$ cat src/rtl/fd_fetch_queue_pkg.sv
// Shared types and reset constants for the fetch/decode instruction queue.
package fd_fetch_queue_pkg;

    localparam logic [31:0] PC_RESET  = 32'h0000_3000;
    localparam logic [31:0] INSTR_NOP = 32'h0000_0000;

    typedef struct packed {
        logic [31:0] pc;
        logic [31:0] instr;
    } fq_entry_t;

endpackage

$ cat src/rtl/fd_fetch_queue_if.sv
// Fetch-to-decode handshake bundle; master drives fetch/decode requests,
// slave is the queue itself.
interface fd_fetch_queue_if #(
    parameter int DEPTH = 2,
    parameter int CW    = $clog2(DEPTH) + 1
);

    logic [31:0]   F_PC;
    logic [31:0]   F_Instr;
    logic          F_valid;
    logic          F_ready;
    logic          D_flush;
    logic          D_ready;
    logic          D_valid;
    logic [31:0]   D_PC;
    logic [31:0]   D_Instr;
    logic [CW-1:0] count;

    modport master (
        output F_PC, F_Instr, F_valid, D_flush, D_ready,
        input  F_ready, D_valid, D_PC, D_Instr, count
    );

    modport slave (
        input  F_PC, F_Instr, F_valid, D_flush, D_ready,
        output F_ready, D_valid, D_PC, D_Instr, count
    );

endinterface

$ cat src/rtl/fd_fq_storage.sv
// DEPTH-entry {PC, Instr} register array: one write port, one async read port.
module fd_fq_storage
    import fd_fetch_queue_pkg::*;
#(
    parameter int DEPTH = 2,
    parameter int AW    = $clog2(DEPTH)
) (
    input  logic          clk,
    input  logic          reset,
    input  logic          we,
    input  logic [AW-1:0] waddr,
    input  fq_entry_t     wdata,
    input  logic [AW-1:0] raddr,
    output fq_entry_t     rdata
);

    fq_entry_t mem [DEPTH];

    always_ff @(posedge clk or negedge reset) begin
        if (!reset) begin
            for (int i = 0; i < DEPTH; i++) begin
                mem[i] <= '{pc: PC_RESET, instr: INSTR_NOP};
            end
        end else if (we) begin
            mem[waddr] <= wdata;
        end
    end

    assign rdata = mem[raddr];

endmodule

$ cat src/rtl/fd_fetch_queue.sv
// Fetch-to-decode instruction FIFO with redirect flush.
// Define FD_FQ_BYPASS_EN for a zero-latency path through an empty queue.
module fd_fetch_queue
    import fd_fetch_queue_pkg::*;
#(
    parameter int DEPTH = 2,
    parameter int CW    = $clog2(DEPTH) + 1
) (
    input  logic        clk,
    input  logic        reset,
    fd_fetch_queue_if.slave q
);

    localparam int AW = $clog2(DEPTH);

    logic [AW-1:0] rd;
    logic [AW-1:0] wr;
    logic [CW-1:0] cnt;
    fq_entry_t     head;
    fq_entry_t     wdata;
    logic          empty;
    logic          full;
    logic          byp;
    logic          take;
    logic          push;
    logic          pop;
    logic          we;

    assign empty = (cnt == '0);
    assign full  = (cnt == CW'(DEPTH));

`ifdef FD_FQ_BYPASS_EN
    assign byp = empty & ~q.D_flush;
`else
    assign byp = 1'b0;
`endif

    assign q.F_ready = ~full;
    assign q.D_valid = byp ? q.F_valid : ~empty;
    assign q.D_PC    = byp ? q.F_PC : head.pc;
    assign q.count   = cnt;

    always_comb begin
        q.D_Instr = head.instr;
        if (byp) begin
            q.D_Instr = q.F_Instr;
        end else if (empty) begin
            q.D_Instr = INSTR_NOP;
        end
    end

    // A bypassed word consumed straight through never touches storage.
    assign take  = byp & q.F_valid & q.D_ready;
    assign push  = q.F_valid & q.F_ready & ~take;
    assign pop   = q.D_valid & q.D_ready & ~take;
    assign we    = push & ~q.D_flush;
    assign wdata = '{pc: q.F_PC, instr: q.F_Instr};

    fd_fq_storage #(
        .DEPTH (DEPTH),
        .AW    (AW)
    ) u_storage (
        .clk   (clk),
        .reset (reset),
        .we    (we),
        .waddr (wr),
        .wdata (wdata),
        .raddr (rd),
        .rdata (head)
    );

    always_ff @(posedge clk or negedge reset) begin
        if (!reset) begin
            rd  <= '0;
            wr  <= '0;
            cnt <= '0;
        end else if (q.D_flush) begin
            rd  <= '0;
            wr  <= '0;
            cnt <= '0;
        end else begin
            if (push) wr <= wr + AW'(1);
            if (pop)  rd <= rd + AW'(1);
            unique case (1'b1)
                push & ~pop: cnt <= cnt + CW'(1);
                pop & ~push: cnt <= cnt - CW'(1);
                default:     cnt <= cnt;
            endcase
        end
    end

endmodule
$ cat src/flat_wrapper.sv
// flat-port wrapper written by rule: the top's interface ports become plain ports
module fd_fetch_queue_flat import fd_fetch_queue_pkg::*;
#(
    parameter int DEPTH = 2,
    parameter int CW    = $clog2(DEPTH) + 1
)
  (clk, reset, q_F_PC, q_F_Instr, q_F_valid, q_D_flush, q_D_ready, q_F_ready, q_D_valid, q_D_PC, q_D_Instr, q_count);
  fd_fetch_queue_if #(.DEPTH(DEPTH), .CW(CW)) q_i ();
  input  logic clk;
  input  logic reset;
  input wire logic [$bits(q_i.F_PC)-1:0] q_F_PC;
  input wire logic [$bits(q_i.F_Instr)-1:0] q_F_Instr;
  input wire logic [$bits(q_i.F_valid)-1:0] q_F_valid;
  input wire logic [$bits(q_i.D_flush)-1:0] q_D_flush;
  input wire logic [$bits(q_i.D_ready)-1:0] q_D_ready;
  output wire logic [$bits(q_i.F_ready)-1:0] q_F_ready;
  output wire logic [$bits(q_i.D_valid)-1:0] q_D_valid;
  output wire logic [$bits(q_i.D_PC)-1:0] q_D_PC;
  output wire logic [$bits(q_i.D_Instr)-1:0] q_D_Instr;
  output wire logic [$bits(q_i.count)-1:0] q_count;
  assign q_i.F_PC = q_F_PC;
  assign q_i.F_Instr = q_F_Instr;
  assign q_i.F_valid = q_F_valid;
  assign q_i.D_flush = q_D_flush;
  assign q_i.D_ready = q_D_ready;
  assign q_F_ready = q_i.F_ready;
  assign q_D_valid = q_i.D_valid;
  assign q_D_PC = q_i.D_PC;
  assign q_D_Instr = q_i.D_Instr;
  assign q_count = q_i.count;
  fd_fetch_queue #(.DEPTH(DEPTH), .CW(CW)) u_core (.clk(clk), .reset(reset), .q(q_i));
endmodule
$ cat config.mk
export PLATFORM = sky130hd
export DESIGN_NAME = fd_fetch_queue_flat
export DESIGN_NICKNAME = d
export VERILOG_FILES = /design/src/rtl/fd_fetch_queue_pkg.sv /design/src/rtl/fd_fetch_queue_if.sv /design/src/rtl/fd_fq_storage.sv /design/src/rtl/fd_fetch_queue.sv /design/src/flat_wrapper.sv
export SDC_FILE = /design/constraint.sdc
export NUM_CORES = 1
export LEC_CHECK = 0
export BUFFER_PORTS_ARGS = -buffer_cell sky130_fd_sc_hd__clkbuf_2
export CORE_ASPECT_RATIO = 0.8
export CORE_MARGIN = 4
export CORE_UTILIZATION = 46
export CTS_CLUSTER_DIAMETER = 80
export CTS_CLUSTER_SIZE = 30
export DETAILED_ROUTE_END_ITERATION = 6
export PLACE_DENSITY = 0.73
export SETUP_SLACK_MARGIN = 0.4
export SYNTH_ARGS = -nofsm -noshare
export SYNTH_HDL_FRONTEND = slang
export SYNTH_SLANG_ARGS = --single-unit
$ cat constraint.sdc
create_clock -name clk -period 2.2 [get_ports clk]
set_input_delay 0 -clock clk [delete_from_list [all_inputs] [get_ports clk]]
set_output_delay 0 -clock clk [all_outputs]
set_load 0.05 [all_outputs]
==> results of run 1 <==
flip-flops by register name (all words and copies together) (netlist names):
register / cells
u_core.q.count: 2
u_core.rd: 1
u_core.u_storage.mem: 128
u_core.wr: 1
critical path, delay by kind of cell, from the launching register on:
family,cells,cell delay [ns]
multiplexers,1,0.34
flip-flops,1,0.41
AND/OR/NAND/NOR,2,0.48
buffers and inverters,3,0.47
cell families (layout without fill, tap and decap cells):
kind of cell / Yosys count / count (layout)
buffers and inverters: 26 / 278
DFF: 132 / 132
AOI/OAI and AO/OA: 8 / 8
muxes: 193 / 193
xor gates and xnor gates: 1 / 1
and+or+nand+nor: 41 / 41
placed cells by master (no fill, tap or decap), drive strengths merged, types with 2 or more instances in the layout:
cell type / count
mux2i: 33
dlygate4sd3: 68
inv: 2
mux2: 160
nor2: 34
clkinv: 5
clkinvlp: 4
o21ai: 2
a21oi: 4
clkbuf: 159
dfstp: 4
buf: 35
bufinv: 4
dfrtp: 128
per-layer routing:
metal  vias up  global-route usage [%]
met5         -                       0
met4         0                    5.47
met1      2125                    24.9
li1       1906                       -
met2       131                    35.5
met3        26                    5.35
final timing paths:
kind / end / slack, ns / from
min in group clk: u_core.u_storage.mem[76] / 0.38 / q_F_Instr[12]
hold / removal: u_core.u_storage.mem[56] / 0.13 / reset
max in group asynchronous: u_core.u_storage.mem[44] / 1.28 / reset
setup / recovery: u_core.u_storage.mem[10] / 0.37 / u_core.q.count[0]
setup reg to reg: u_core.u_storage.mem[10] / 0.37 / u_core.q.count[0]
hold reg to reg: u_core.u_storage.mem[61] / 0.50 / u_core.u_storage.mem[61]
report_power, final:
group | leakage (nW) | switching, W | internal [W]
logic | 2.31 | 0.00149 | 0.00123
registers | 1.57 | 0.000341 | 0.00304
clock network | 0.302 | 0.00105 | 0.00196
total | 4.18 | 0.00289 | 0.00623
stage by stage:
| stage | cell area (um^2) | worst slack, ns | util (%) |
|---|---|---|---|
| 4_1_cts | 8490 | 0.398 | 66.2 |
| 6_report | 8850 | 0.375 | 69.0 |
| 5_1_grt | 8850 | 0.328 | 69.0 |
| 2_1_floorplan | 6130 | 0.143 | - |
| 3_3_place_gp | 7000 | 0.409 | 54.6 |
| 3_5_place_dp | 7000 | 0.347 | 54.6 |
layout make-up:
cell class / instances / area, um^2
Tap cell: 175 / 219
Fill cell: 876 / 3970
Clock buffer: 20 / 457
Timing Repair Buffer: 243 / 2020
Inverter: 3 / 15.0
Sequential cell: 132 / 3310
Multi-Input combinational cell: 243 / 2650
Clock inverter: 12 / 179
repair_timing:
action / CTS / global route
cloned: 3 / 10
hold buffers: 68 / 0
endpoints found under the hold margin: 166 / 0
pin swaps: 0 / 0
setup endpoints to repair: 147 / 148
gates resized for setup: 4 / 43
buffers inserted: 11 / 5
==> metrics.yaml, run 1 <==
status: "finished clean"
clock_sinks: 132
grt_pass1_wl_um: 23600
power_w: 0.00912
avgSynthCellArea_um2: 14.9
max_freq_mhz: 548
grt_overflow: 0
drt_iter0_markers: 166
slowest_delay_ns: 0.41
clkTransAtPathRegs_ns: 0.06
first_pass_iters: 7
skew_ns: 0.00794
slew_violations: 0
clk_latency_ns: 0.40
yosys.area.top_type: "dfrtp_1"
period_share_pct: 83.0
rsz0062_at_grt: "true"
vias: 4188
yosysWarnings: 0
synth_edf_count: 0
io_pins: 137
place_congestion: 0.790
synth_top_area_share_pct: 53.4
crit_required_ns: 2.49
via_per_inst: 5.06
ys_seq_elements: 132
initial_core_util_pct: 46.7
grt_start_max_net_pins: 71
hold_viol: 0
syn_to_final_growth_pct: 47.7
p_per_area_nw_per_um2: 1030
cp.arrival_ns: 2.11
worst-setup-path-type: "reg2reg"
synthMuxAreaShare_pct: 38.1
syn_area_um2: 5990
endpoint_kind: "flop"
dr_wl_met2_um: 8000
worstMarginPinSlew_ns: 0.482
slowest_stage: "dfrtp_2"
path_cells: "and2b_2, clkinvlp_4, nand4b_1, buf_6, clkbuf_16, mux2_2"
synth_fa_ha_area_share_pct: 0
synth_top_family_by_area: "multiplexers"
timing.setup.tns_ns: 0
netlist-cell-type-count: 24
die_h_um: 110
antenna_found_initial: 0
yosysMostFrequentCell: "dfrtp_1"
synth_compound_area_share_pct: 0.751
period_needed_ns: 1.83
postRouteAntennaNets: 0
drt_wl_total_um: 15900
finish.net_count: 709
synth_xor_area_share_pct: 0.146
drc_errors: 0
setup_viol: 0
core_um2: 12800
die_w_um: 136
wl_met3_um: 797
drive_gt1_share_pct: 58.2
drv_cap: 0
r2r_cells: 6
cp_max_fo: 7
postSynthCellCount: 401
seq_area_frac_synth_pct: 55.2
synthesis.nets: 470
ys.flop_type: "dfrtp_1"
synth_simple_gate_area_share_pct: 3.26
dpl.hpwl_um: 8220
async_flop_share_pct: 100
wl_met1_um: 6910
grt_usage_pct: 20.2
startpoint_type: "flop"
h-tree-depth: 4
holdWs_ns: 0.134
synth_common_cells: "dfrtp_1 (128), mux2_2 (119), mux2_4 (40)"
hold_path_class: "in2async"
ir_drop_uv: 583
place_inst: 699
wl_per_cell_um: 19.2
p_leak_nw: 4.18
grt_pass1_vias: 4510
cts_buffer_depth: 2
ys_top_cells_by_area: "dfrtp_1 (53%), mux2_2 (22%), mux2_4 (10%)"
row_count: 37
routed.top_layer: "met4"
numCtsBuffers: 17
io_buffers: 136
instances_no_fill: 828
cts_tree: "yes"
slew_headroom_pct: 67.9
die_area_um2: 14900
antenna_cells: 0
root_buffer: "clkbuf_16"
No activity file was read; power rests on OpenSTA's default activity.
==> inputs of run 2 (changes only) <==
Settings changed: PLACE_DENSITY 0.73 to 0.75.
Clock period 2.2 ns to 1.65 ns, I/O delays scaled along.
==> metrics.yaml, run 2 (synthesized netlist as in run 1, its figures left out) <==
path_cells: "buf_16, mux2i_2, nor2_4, clkbuf_4"
vias: 4404  # +5.2%
cp.arrival_ns: 1.81  # -0.30 ns
period_share_pct: 110
min_from: "q_F_valid"
io_buffers: 136  # unchanged
layout_common_cells: "dfrtp_1 (125), mux2_4 (122), dlygate4sd3_1 (69)"
path_buf_inv: 2  # -1
wl_per_cell_um: 22.1  # +15%
use_met3_pct: 6.53  # +1.2 points
skew_ns: 0.00685  # -0.00109 ns
io_pins: 137  # unchanged
regMostFlops: "u_core.u_storage.mem"
n_fill_cell: 637  # -27%
clkTransAtPathRegs_ns: 0.06  # about the same
first_pass_iters: 4  # -3
grtUsageMet1_pct: 31.1  # +6.1 points
grt_overflow: 0  # unchanged
crit_required_ns: 1.65  # -0.84 ns
h-tree-depth: 4  # unchanged
slowest_stage: "dfrtp_4"
slowest_delay_ns: 0.54  # +0.13 ns
cts_buffer_depth: 2  # unchanged
grt_usage_pct: 22.7  # +2.5 points
crit_family: "flip-flops"
cp_max_fo: 20  # +13
ir_drop_uv: 854  # +47%
clock_sinks: 132  # unchanged
via_per_inst: 5.19  # +2.7%
power_w: 0.0135  # +48%
finish.net_count: 730  # +3.0%
dpl.hpwl_um: 8560  # +4.1%
clk_latency_ns: 0.41  # about the same
place_ws_ns: -0.123  # -0.470 ns
postRouteAntennaNets: 0  # unchanged
r2r_cells: 8  # +2
status: "finished, violations left"
root_buffer: "clkbuf_16"
antenna_cells: 0  # unchanged
syn_to_final_growth_pct: 75.5
die_area_um2: 14900  # unchanged
initial_core_util_pct: 46.7  # unchanged
p_leak_nw: 4.79  # +15%
drc_errors: 0  # unchanged
largest_reg_flops: 128  # unchanged
worst-setup-path-type: "reg2out"
hold_path_class: "in2reg"
setup_viol: 186  # +186
period_needed_ns: 1.81
rsz0062_at_grt: "true"
grt_start_max_net_pins: 81  # +14%
cp.depth: 4  # -2
violations: "setup timing"
die_h_um: 110  # unchanged
grt_pass1_wl_um: 25700  # +8.9%
grt_pass1_vias: 4639  # +2.9%
hold_depth: 4
cts_tree: "yes"
gr-usage-met2_pct: 36.0  # +0.50 points
place_congestion: 0.760  # -3.7%
drive_gt1_share_pct: 68.2  # +10 points
drt_wl_total_um: 18800  # +18%
layout_commonest_cell: "dfrtp_1"
r2r_start: "u_core.q.count[0]"
rrSetupSlack_ns: -0.15  # -0.52 ns
slew_headroom_pct: 70.2  # +2.3 points
slew_violations: 0  # unchanged
worstMarginPinSlew_ns: 0.447  # -0.0342 ns
max_freq_mhz: 553
numCtsBuffers: 17  # unchanged
die_w_um: 136  # unchanged
timing.setup.tns_ns: -17.76  # -17.76 ns
startpoint_type: "flop"
endpoint_kind: "output port"
antenna_found_initial: 0  # unchanged
drt_iter0_markers: 166  # unchanged
core_um2: 12800  # unchanged
crit_path_start: "u_core.rd"
hold_viol: 0  # unchanged
p_per_area_nw_per_um2: 1280  # +24%
drv_cap: 0  # unchanged
row_count: 37  # unchanged
layout_setup_ws_ns: -0.159  # -0.534 ns
top_usage_layer: "met2"
-- run 2: worst paths after layout --
check / to
setup / recovery: q_D_Instr[1]
hold / removal: u_core.q.count[0]
setup reg to reg: u_core.u_storage.mem[31]
hold reg to reg: u_core.u_storage.mem[42]
max in group asynchronous: u_core.u_storage.mem[44]
min in group asynchronous: u_core.u_storage.mem[71]
-- run 2: metrics by stage --
stage	hold WS, ns	util (%)	area, um^2	instances
floorplan	-0.296	-	6410	401
global placement	0.0288	58.1	7440	710
detailed placement	0.0343	58.1	7440	710
CTS	0.0207	75.1	9640	833
global route	0.127	82.0	10500	848
finish	0.0578	82.0	10500	848
-- run 2: report_power, final --
part | internal (W) | total (W) | switching, W | leakage (nW)
Clock | 0.00226 | 0.00362 | 0.00136 | 0.277
Sequential | 0.00406 | 0.00473 | 0.000672 | 1.57
Combinational | 0.00273 | 0.00513 | 0.00239 | 2.95
Total | 0.00905 | 0.0135 | 0.00442 | 4.79
-- run 2: cell type report --
cell class / instances / area (um^2) / share of cell area, %
inverters: 3 / 15.0 / 0.143
multi-input cells: 243 / 3420 / 32.5
well taps: 175 / 219 / 2.08
repair buffers: 264 / 3000 / 28.5
clock inverters: 4 / 45.0 / 0.428
clock buffers: 27 / 513 / 4.88
flip-flops and latches: 132 / 3310 / 31.5
-- run 2: timing repair --
item	CTS	global route
endpoints found under the setup margin	196	197
hold endpoints to repair	264	0
resized for setup	136	217
pin swaps	4	9
gates cloned	10	11
setup buffers	13	4
hold buffers	69	0
-- run 2: routing by layer --
layer  vias up  share of wire [%]
li1       1950                  -
met1      2298                 45
met2       130                 50
met3        26                4.3
met4         0                1.2
met5         -                  0
-- run 2: tightest hold or removal path, delay by kind of cell --
| kind | cells | cell delay, ns |
|---|---|---|
| buffers and inverters | 1 | 0.14 |
| AND/OR/NAND/NOR | 1 | 0.11 |
| AO/OA/AOI/OAI | 1 | 0.05 |
| multiplexers | 1 | 0.13 |
